<file path="config.mk">
export PLATFORM = sky130hd
export DESIGN_NAME = multi_edge_detector_flat
export DESIGN_NICKNAME = d
export VERILOG_FILES = /design/src/rtl/multi_edge_detector_if.sv /design/src/rtl/multi_edge_detector.sv /design/src/flat_wrapper.sv
export SDC_FILE = /design/constraint.sdc
export NUM_CORES = 1
export LEC_CHECK = 0
export ABC_AREA = 1
export BUFFER_PORTS_ARGS = -buffer_cell sky130_fd_sc_hd__buf_2
export CORE_MARGIN = 2
export CORE_UTILIZATION = 50
export DETAILED_ROUTE_END_ITERATION = 16
export HOLD_SLACK_MARGIN = 0.03
export PLACE_DENSITY_LB_ADDON = 0.3
export SLEW_MARGIN = 0
export SYNTH_ARGS = -nofsm -noshare
export SYNTH_HDL_FRONTEND = slang
export SYNTH_SLANG_ARGS = --single-unit
</file>
<file path="constraint.sdc">
create_clock -name clk -period 1.6 [get_ports clk]
set_input_delay 0.32 -clock clk [delete_from_list [all_inputs] [get_ports clk]]
set_output_delay 0.32 -clock clk [all_outputs]
set_load 0.03 [all_outputs]
</file>
<file path="src/rtl/multi_edge_detector_if.sv">
// Signal bundle for multi_edge_detector: raw levels, mode and clear in, edge/event/pending/count/irq out.
interface multi_edge_detector_if #(
  parameter int NUM_CH = 4,
  parameter int CNT_W  = 8
);
  logic [NUM_CH-1:0]       a_i;
  logic [2*NUM_CH-1:0]     mode_i;
  logic [NUM_CH-1:0]       clear_i;
  logic [NUM_CH-1:0]       rising_edge_o;
  logic [NUM_CH-1:0]       falling_edge_o;
  logic [NUM_CH-1:0]       event_o;
  logic [NUM_CH-1:0]       pending_o;
  logic [NUM_CH*CNT_W-1:0] count_o;
  logic                    irq_o;

  modport master (
    output a_i, mode_i, clear_i,
    input  rising_edge_o, falling_edge_o, event_o, pending_o, count_o, irq_o
  );

  modport slave (
    input  a_i, mode_i, clear_i,
    output rising_edge_o, falling_edge_o, event_o, pending_o, count_o, irq_o
  );
endinterface

</file>
<file path="src/rtl/multi_edge_detector.sv">
// Multi-channel glitch-filtered edge detector with mode-qualified events, sticky pending flags and saturating counters.
// Define EDGE_SYNC_EN to insert a 2-flop synchroniser on every a_i bit ahead of the filter.
module multi_edge_detector #(
  parameter int NUM_CH     = 4,
  parameter int FILTER_LEN = 2,
  parameter int CNT_W      = 8
) (
  input  logic                   clk,
  input  logic                   reset,
  multi_edge_detector_if.slave   edge_bus
);

  localparam int                CW       = $clog2(FILTER_LEN + 1);
  localparam logic [CW-1:0]     CNT_LAST = CW'(FILTER_LEN - 1);
  localparam logic [CNT_W-1:0]  CNT_MAX  = '1;

  logic [NUM_CH-1:0] w_s;

`ifdef EDGE_SYNC_EN
  logic [NUM_CH-1:0] r_sync1;
  logic [NUM_CH-1:0] r_sync2;

  always_ff @(posedge clk or negedge reset) begin
    if (!reset) begin
      r_sync1 <= '0;
      r_sync2 <= '0;
    end else begin
      r_sync1 <= edge_bus.a_i;
      r_sync2 <= r_sync1;
    end
  end

  assign w_s = r_sync2;
`else
  assign w_s = edge_bus.a_i;
`endif

  logic [NUM_CH-1:0]            r_lvl;
  logic [NUM_CH-1:0][CW-1:0]    r_cnt;
  logic [NUM_CH-1:0]            r_rise;
  logic [NUM_CH-1:0]            r_fall;
  logic [NUM_CH-1:0]            r_evt;
  logic [NUM_CH-1:0]            r_pend;
  logic [NUM_CH-1:0][CNT_W-1:0] r_count;
  logic                         r_irq;

  logic [NUM_CH-1:0]            w_lvl_nxt;
  logic [NUM_CH-1:0][CW-1:0]    w_cnt_nxt;
  logic [NUM_CH-1:0]            w_rise_nxt;
  logic [NUM_CH-1:0]            w_fall_nxt;
  logic [NUM_CH-1:0]            w_evt_nxt;
  logic [NUM_CH-1:0]            w_pend_nxt;
  logic [NUM_CH-1:0][CNT_W-1:0] w_count_nxt;
  logic                         w_irq_nxt;
  logic [NUM_CH-1:0][1:0]       w_mode;

  assign w_mode = edge_bus.mode_i;

  always_comb begin
    w_lvl_nxt   = r_lvl;
    w_cnt_nxt   = '0;
    w_rise_nxt  = '0;
    w_fall_nxt  = '0;
    w_evt_nxt   = '0;
    w_pend_nxt  = r_pend;
    w_count_nxt = r_count;
    for (int unsigned n = 0; n < NUM_CH; n++) begin
      // A differing sample must persist FILTER_LEN consecutive clocks; any match restarts the count.
      if (w_s[n] != r_lvl[n]) begin
        if (r_cnt[n] == CNT_LAST) begin
          w_lvl_nxt[n]  = w_s[n];
          w_rise_nxt[n] = w_s[n];
          w_fall_nxt[n] = ~w_s[n];
        end else begin
          w_cnt_nxt[n] = r_cnt[n] + CW'(1);
        end
      end

      w_evt_nxt[n] = (w_rise_nxt[n] & w_mode[n][0]) | (w_fall_nxt[n] & w_mode[n][1]);

      if (w_evt_nxt[n]) begin
        w_pend_nxt[n] = 1'b1;
      end else if (edge_bus.clear_i[n]) begin
        w_pend_nxt[n] = 1'b0;
      end

      // Clear coinciding with an event restarts the count at one rather than zero.
      if (edge_bus.clear_i[n]) begin
        w_count_nxt[n] = w_evt_nxt[n] ? CNT_W'(1) : '0;
      end else if (w_evt_nxt[n] && (r_count[n] != CNT_MAX)) begin
        w_count_nxt[n] = r_count[n] + CNT_W'(1);
      end
    end
    w_irq_nxt = |w_pend_nxt;
  end

  always_ff @(posedge clk or negedge reset) begin
    if (!reset) begin
      r_lvl   <= '0;
      r_cnt   <= '0;
      r_rise  <= '0;
      r_fall  <= '0;
      r_evt   <= '0;
      r_pend  <= '0;
      r_count <= '0;
      r_irq   <= 1'b0;
    end else begin
      r_lvl   <= w_lvl_nxt;
      r_cnt   <= w_cnt_nxt;
      r_rise  <= w_rise_nxt;
      r_fall  <= w_fall_nxt;
      r_evt   <= w_evt_nxt;
      r_pend  <= w_pend_nxt;
      r_count <= w_count_nxt;
      r_irq   <= w_irq_nxt;
    end
  end

  assign edge_bus.rising_edge_o  = r_rise;
  assign edge_bus.falling_edge_o = r_fall;
  assign edge_bus.event_o        = r_evt;
  assign edge_bus.pending_o      = r_pend;
  assign edge_bus.count_o        = r_count;
  assign edge_bus.irq_o          = r_irq;

endmodule

</file>
<file path="src/flat_wrapper.sv">
// flat-port wrapper written by rule: the top's interface ports become plain ports
module multi_edge_detector_flat 
#(
  parameter int NUM_CH     = 4,
  parameter int FILTER_LEN = 2,
  parameter int CNT_W      = 8
)
  (clk, reset, edge_bus_a_i, edge_bus_mode_i, edge_bus_clear_i, edge_bus_rising_edge_o, edge_bus_falling_edge_o, edge_bus_event_o, edge_bus_pending_o, edge_bus_count_o, edge_bus_irq_o);
  multi_edge_detector_if #(.NUM_CH(NUM_CH), .CNT_W(CNT_W)) edge_bus_i ();
  input  logic clk;
  input  logic reset;
  input wire logic [$bits(edge_bus_i.a_i)-1:0] edge_bus_a_i;
  input wire logic [$bits(edge_bus_i.mode_i)-1:0] edge_bus_mode_i;
  input wire logic [$bits(edge_bus_i.clear_i)-1:0] edge_bus_clear_i;
  output wire logic [$bits(edge_bus_i.rising_edge_o)-1:0] edge_bus_rising_edge_o;
  output wire logic [$bits(edge_bus_i.falling_edge_o)-1:0] edge_bus_falling_edge_o;
  output wire logic [$bits(edge_bus_i.event_o)-1:0] edge_bus_event_o;
  output wire logic [$bits(edge_bus_i.pending_o)-1:0] edge_bus_pending_o;
  output wire logic [$bits(edge_bus_i.count_o)-1:0] edge_bus_count_o;
  output wire logic [$bits(edge_bus_i.irq_o)-1:0] edge_bus_irq_o;
  assign edge_bus_i.a_i = edge_bus_a_i;
  assign edge_bus_i.mode_i = edge_bus_mode_i;
  assign edge_bus_i.clear_i = edge_bus_clear_i;
  assign edge_bus_rising_edge_o = edge_bus_i.rising_edge_o;
  assign edge_bus_falling_edge_o = edge_bus_i.falling_edge_o;
  assign edge_bus_event_o = edge_bus_i.event_o;
  assign edge_bus_pending_o = edge_bus_i.pending_o;
  assign edge_bus_count_o = edge_bus_i.count_o;
  assign edge_bus_irq_o = edge_bus_i.irq_o;
  multi_edge_detector #(.NUM_CH(NUM_CH), .FILTER_LEN(FILTER_LEN), .CNT_W(CNT_W)) u_core (.clk(clk), .reset(reset), .edge_bus(edge_bus_i));
endmodule
</file>
==> flow_summary_export.csv, run 1 <==
group,metric,value,unit
sta,min_period,1460,ps
floorplanning,start_util,0.510,
floorplanning,rows,29,
routing,drc,0,
clock_network,cts.clk_slew.worst_paths,60,ps
placement,hpwl,4590,um
placement,portBuffers,66,
floorplanning,die_w,83.8,um
routing,drt_iter0_markers,79,
clock_network,cts_setup_buffers,0,
sta,rsz0062_at_grt,"no",
routing,drtAntennaViolNets,0,
sta,fmax,686,MHz
cells_and_area,final_util,0.608,
critical_path,cp.arrival,1670,ps
cells_and_area,antenna-diode-count,0,
cells_and_area,final_cell_mix,"103 x nand2_1, 66 x buf_2, 61 x dfrtp_1, 55 x nand3_1, 51 x nor2_1",
routing,wl_per_cell,11.8,um
critical_path,crit_path_max_fanout,9,
critical_path,start_kind,"flop",
clock_network,clockBufferDepth,2,
logic_synthesis,synth.net_count,413,
sta,skew,13.5,ps
worst_hold_path,holdCritPathClass,"in2reg",
routing,num_vias,2757,
logic_synthesis,synth_seq_cells,61,
logic_synthesis,ys_warn_count,0,
floorplanning,design.die.area,7010,um^2
logic_synthesis,synth_area,3180,um^2
status,status,"finished clean",
sta,period_share,0.911,
clock_network,htreeDepth,3,
power_and_ir_drop,vdd_drop_max,849,uV
placement,place.gp.congestion,0.896,
placement,dpl-instance-area,3620,um^2
clock_network,cts_tree,"built",
clock_network,root_buffer,"clkbuf_8",
global_route,grt_start_max_net_pins,62,
sta,final.setup.tns,0,ps
logic_synthesis,ys.flop_type,"dfrtp_1",
routing,first_pass_iters,4,
power_and_ir_drop,p_leak,2.10,nW
routing,vias_per_cell,5.04,
cells_and_area,finalNetCount,489,
critical_path,path_class,"reg2reg",
logic_synthesis,seq_area_frac_synth,0.480,
power_and_ir_drop,cellPowerDensity,1190,nW/um^2
global_route,overflow,0,
logic_synthesis,synth_edf_count,0,
logic_synthesis,synth.distinct_cells,24,
sta,hold_viol_final,0,
global_route,first_global_vias,2581,
sta,slew_headroom,0.695,
cells_and_area,syn2layout_area_growth,19.2,%
global_route,grt_antenna_before_repair,0,
flow_run,maxCapViolations,0,
sta,setup_viol,0,
floorplanning,coreArea,6240,um^2
logic_synthesis,synthCells,391,
power_and_ir_drop,p_total,4.53,mW
cells_and_area,final_layout_size_suffix_gt1_frac,0.243,
floorplanning,ios,67,
logic_synthesis,syn_area_per_cell,8.13,um^2
sta,worst-slew-pin-transition,457,ps
sta,finalMaxSlewViolations,0,
global_route,grt_pass1_wl,11400,um
global_route,grt_usage,0.197,
routing,wl,6440,um
sta,holdWs,186,ps
floorplanning,die_h,83.8,um
clock_network,cts_num_sinks,61,
clock_network,cts_inserted_buffers,9,
cells_and_area,final_common_cell,"nand2_1",
clock_network,clk_latency,340,ps
logic_synthesis,async_flop_share,1.00,
critical_path,worstPathRequired,1820,ps
critical_path,end_kind,"flop",
cells_and_area,fin_area,3790,um^2
-- repair_timing --
| action | in CTS | in global routing |
|---|---|---|
| hold endpoints to repair | 61 | 0 |
| gates resized for setup | 0 | 1 |
| hold buffers | 1 | 0 |
| endpoints found under the setup margin | 0 | 1 |
-- critical path, stage by stage, from the launching register on --
cell     delay [ps]
dfrtp_1         410
ha_1            190
nand2_1          80
inv_1           160
nand4_4         140
nand2_4         160
nand2_4          80
nand2_1          80
nand2_1          50
-- stage by stage --
| step | worst slack, ps | instances |
|---|---|---|
| after floorplan | 73.3 | 391 |
| after global placement | 165 | 532 |
| after detailed placement | 155 | 532 |
| after CTS | 140 | 547 |
| after global routing | 35.1 | 547 |
| final | 143 | 547 |
-- power breakdown --
part / internal, mW / total (mW) / switching (mW)
logic: 0.397 / 1.36 / 0.965
registers: 1.81 / 1.99 / 0.176
clock network: 0.624 / 1.18 / 0.553
total: 2.83 / 4.53 / 1.69
-- cell usage after synthesis (4+ instances only) --
library cell | instances | area [um^2]
a21oi_1 | 8 | 40.0
dfrtp_1 | 61 | 1530
ha_1 | 4 | 50.1
inv_1 | 35 | 131
nand2_1 | 103 | 387
nand2_4 | 11 | 124
nand3_1 | 55 | 275
nand4_1 | 8 | 50.1
nor2_1 | 51 | 191
nor2_2 | 4 | 25.0
nor2_4 | 4 | 45.0
nor3_1 | 11 | 55.1
o21ai_0 | 5 | 25.0
o21bai_1 | 8 | 60.1
xor2_1 | 4 | 35.0
-- sequential cells by signal, summed over array words and instances, names as in the netlist --
name,count
u_core.edge_bus.pending_o,4
u_core.edge_bus.rising_edge_o,4
u_core.edge_bus.count_o,32
u_core.r_cnt,8
u_core.edge_bus.irq_o,1
u_core.edge_bus.falling_edge_o,4
u_core.edge_bus.event_o,4
u_core.r_lvl,4
-- layout make-up --
cell class | count | area [um^2]
clock buffers | 12 | 155
clock inverters | 2 | 10.0
fillers | 569 | 2450
inverters | 38 | 143
multi-input cells | 288 | 1490
flip-flops and latches | 61 | 1530
well taps | 77 | 96.3
repair buffers | 69 | 368
-- final timing paths --
path / from / endpoint / slack, ps / cells after the start
hold reg to reg: u_core.r_cnt[2]$_DFF_PN0_ / u_core.r_cnt[2]$_DFF_PN0_ / 420 / 1
setup reg to reg: u_core.edge_bus.count_o[8]$_DFFE_PN0P_ / u_core.edge_bus.count_o[11]$_DFFE_PN0P_ / 140 / 8
min in group asynchronous: reset / u_core.edge_bus.count_o[7]$_DFFE_PN0P_ / 520 / 3
hold / removal: edge_bus_a_i[3] / u_core.edge_bus.falling_edge_o[3]$_DFF_PN0_ / 190 / 2
setup / recovery: u_core.edge_bus.count_o[8]$_DFFE_PN0P_ / u_core.edge_bus.count_o[11]$_DFFE_PN0P_ / 140 / 8
max in group asynchronous: reset / u_core.edge_bus.count_o[0]$_DFFE_PN0P_ / 820 / 3
-- metal layers --
layer  share of wire  vias to the layer above  global-route usage
li1                -                     1422                   -
met1            0.47                     1273               0.271
met2            0.46                       52               0.305
met3           0.047                       10              0.0396
met4           0.019                        0              0.0836
met5               0                        -                   0
-- kinds of logic after synthesis --
group / count (synthesis) / share of synthesized area
adders and majority gates: 4 / 0.0157
and+or+nand+nor: 258 / 0.401
DFF: 61 / 0.480
buffers and inverters: 42 / 0.0504
AOI/OAI and AO/OA: 21 / 0.0393
xor gates and xnor gates: 5 / 0.0138
(Power assumes the default switching activity.)
==> run 2: changes to the inputs <==
--- a/config.mk
+++ b/config.mk
@@ -5,7 +5,6 @@
 export SDC_FILE = /design/constraint.sdc
 export NUM_CORES = 1
 export LEC_CHECK = 0
-export ABC_AREA = 1
 export BUFFER_PORTS_ARGS = -buffer_cell sky130_fd_sc_hd__buf_2
 export CORE_MARGIN = 2
 export CORE_UTILIZATION = 50
==> run 2 against run 1 <==
Effect of this change: the run now ends with setup timing left; sequential power barely moved; utilization rose by 7.7 points; fmax fell by 9.7%; register-to-register slack got worse by 160 ps; worst setup slack got worse by 160 ps; sequential share of layout area rose by 0.56 points; highest routed layer unchanged.
==> flow_summary_export.csv, run 2 <==
group,metric,value,unit
status,status,"finished with violations",
status,violations,"setup timing",
routing,drtAntennaViolNets,0,
sta,setup_viol,2,
critical_path,start_kind,"flop",
placement,dpl-instance-area,3440,um^2
placement,place.gp.congestion,0.861,
worst_hold_path,holdCritPathClass,"in2reg",
cells_and_area,largest_register_ffs,32,
logic_synthesis,ys.flop_type,"dfrtp_1",
sta,skew,8.43,ps
global_route,grt_usage,0.214,
sta,period_share,1.01,
clock_network,cts_tree,"built",
power_and_ir_drop,p_total,4.75,mW
global_route,grt_pass1_wl,10600,um
critical_path,critPathMaxStageDelay,510,ps
logic_synthesis,yosysMostFrequentCell,"dfrtp_1",
clock_network,clk_latency,330,ps
floorplanning,rows,27,
cells_and_area,antenna-diode-count,0,
floorplanning,die_w,79.4,um
cells_and_area,final_common_cell,"buf_2",
cells_and_area,syn2layout_area_growth,32.5,%
sta,finalMaxSlewViolations,0,
logic_synthesis,yosysTopAreaCell,"dfrtp_1",
logic_synthesis,synth_compound_area_frac,0.182,
clock_network,root_buffer,"clkbuf_8",
critical_path,end_kind,"flop",
cells_and_area,multi_input_area,1310,um^2
floorplanning,coreArea,5510,um^2
routing,wl_per_cell,14.1,um
cells_and_area,fillers,449,
critical_path,path_class,"reg2reg",
logic_synthesis,synth_seq_cells,61,
sta,rsz0062_at_grt,"yes",
cells_and_area,final_cell_mix,"67 x buf_2, 51 x dfrtp_1, 27 x buf_4",
logic_synthesis,async_flop_share,1.00,
critical_path,cpMaxStageDelayCell,"or4_1",
power_and_ir_drop,p_leak,1.77,nW
routing,drt_iter0_markers,117,
placement,hpwl,4490,um
routing,first_pass_iters,4,
cells_and_area,regArea,1540,um^2
global_route,first_global_vias,2395,
logic_synthesis,synth_top_family_by_area,"simple AND/OR/NAND/NOR gates",
sta,fmax,620,MHz
floorplanning,ios,67,
sta,worst-slew-pin-transition,362,ps
clock_network,cts_inserted_buffers,9,
critical_path,cp.arrival,1870,ps
logic_synthesis,syn_area_per_cell,10.1,um^2
logic_synthesis,synthMuxAreaShare,0.00748,
logic_synthesis,synth_area,2850,um^2
cells_and_area,final_layout_size_suffix_gt1_frac,0.361,
sta,min_period,1610,ps
logic_synthesis,synthAdderAreaFrac,0.0176,
logic_synthesis,synth-xor-area-share,0,
critical_path,worstPathRequired,1850,ps
sta,slew_headroom,0.752,
logic_synthesis,synth.distinct_cells,41,
global_route,grt_antenna_before_repair,0,
routing,num_vias,2561,
critical_path,crit_path_max_fanout,9,
logic_synthesis,seq_area_frac_synth,0.536,
floorplanning,design.die.area,6310,um^2
clock_network,cts.clk_slew.worst_paths,70,ps
global_route,grt_start_max_net_pins,49,
logic_synthesis,synth.net_count,305,
flow_run,maxCapViolations,0,
clock_network,clockBufferDepth,2,
logic_synthesis,ys_warn_count,0,
clock_network,cts_num_sinks,61,
logic_synthesis,synthSimpleGateAreaFrac,0.220,
cells_and_area,finalNetCount,405,
sta,hold_viol_final,0,
power_and_ir_drop,cellPowerDensity,1260,nW/um^2
clock_network,htreeDepth,3,
critical_path,crit_chain,"nand3b_1 > a21o_4 > or4_1 > a21oi_1",
logic_synthesis,synth_top_area_frac,0.536,
power_and_ir_drop,vdd_drop_max,807,uV
placement,portBuffers,66,
logic_synthesis,synth_edf_count,0,
routing,drc,0,
floorplanning,start_util,0.517,
routing,vias_per_cell,5.57,
cells_and_area,fin_area,3770,um^2
routing,wl,6470,um
logic_synthesis,synth_area_leaders,"dfrtp_1 54%, a21oi_1 3.7%, o21ai_0 3.3%, nand3b_1 2.6%, nor2b_1 2.4%",
sta,fin_ws,-12.6,ps
global_route,overflow,0,
logic_synthesis,synthCells,283,
logic_synthesis,ys_top_cells_by_count,"61 x dfrtp_1, 21 x a21oi_1, 19 x o21ai_0",
floorplanning,die_h,79.4,um
-- run 2: what timing repair did --
action / 4_1_cts / 5_1_grt
hold buffers: 1 / 0
endpoints found under the setup margin: 4 / 21
resized for setup: 1 / 22
cloned: 0 / 1
buffers inserted: 0 / 4
endpoints found under the hold margin: 13 / 0
pin swaps: 0 / 14
-- run 2: metrics by stage --
stage               std cells  setup TNS, ps  setup slack (ps)  hold slack, ps  utilization
floorplan                 283          -1.56             -1.56            24.4            -
global placement          438              0              10.7             243        0.625
detailed placement        438           -189             -59.4             243        0.625
CTS                       455          -15.3             -11.1             211        0.663
global route              460           -735             -85.0             224        0.685
finish                    460          -22.0             -12.6             231        0.685
-- run 2: critical path: cells and delay by family (launching register included) --
kind / cells / cell delay [ps]
DFF: 1 / 420
and+or+nand+nor: 2 / 710
AOI/OAI and AO/OA: 2 / 410
-- run 2: path summary, 6_finish.rpt --
check,startpoint,endpoint,slack (ps),cells past startpoint
setup / recovery,u_core.r_lvl[1]$_DFFE_PN0P_,u_core.edge_bus.count_o[13]$_DFFE_PN0P_,-10,4
hold / removal,edge_bus_clear_i[2],u_core.edge_bus.pending_o[2]$_DFF_PN0_,230,2
setup reg to reg,u_core.r_lvl[1]$_DFFE_PN0P_,u_core.edge_bus.count_o[13]$_DFFE_PN0P_,-10,4
hold reg to reg,u_core.r_cnt[4]$_DFF_PN0_,u_core.r_cnt[4]$_DFF_PN0_,430,1
max in group asynchronous,reset,u_core.edge_bus.count_o[0]$_DFFE_PN0P_,600,3
min in group asynchronous,reset,u_core.edge_bus.count_o[20]$_DFFE_PN0P_,430,2
-- run 2: layout make-up --
| cell class | instances | share of cell area |
|---|---|---|
| inverter | 17 | 0.0169 |
| multi-input combinational | 197 | 0.347 |
| clock buffer | 11 | 0.0375 |
| clock inverter | 5 | 0.0133 |
| sequential | 61 | 0.408 |
| timing repair buffer | 97 | 0.154 |
| tap | 72 | 0.0239 |
-- run 2: layer usage --
metal | track usage | routed length [um] | up-vias
met5 | 0 | 0 | -
met1 | 0.284 | 3020 | 1222
met3 | 0.0577 | 313 | 6
met4 | 0.0810 | 69 | 0
met2 | 0.336 | 3070 | 76
li1 | - | - | 1257
-- run 2: kinds of logic (layout without fill, tap and decap cells) --
kind of cell	after synthesis	after routing
simple gates	110	110
flops	61	61
mux	2	2
compound gates	81	81
buf+inv	25	130
fa+ha+maj	4	4
-- run 2: power by group --
part / total (mW) / leakage [nW] / switching, mW / internal, mW
registers: 2.00 / 0.811 / 0.177 / 1.82
clock network: 1.33 / 0.103 / 0.574 / 0.751
logic: 1.42 / 0.851 / 0.931 / 0.494
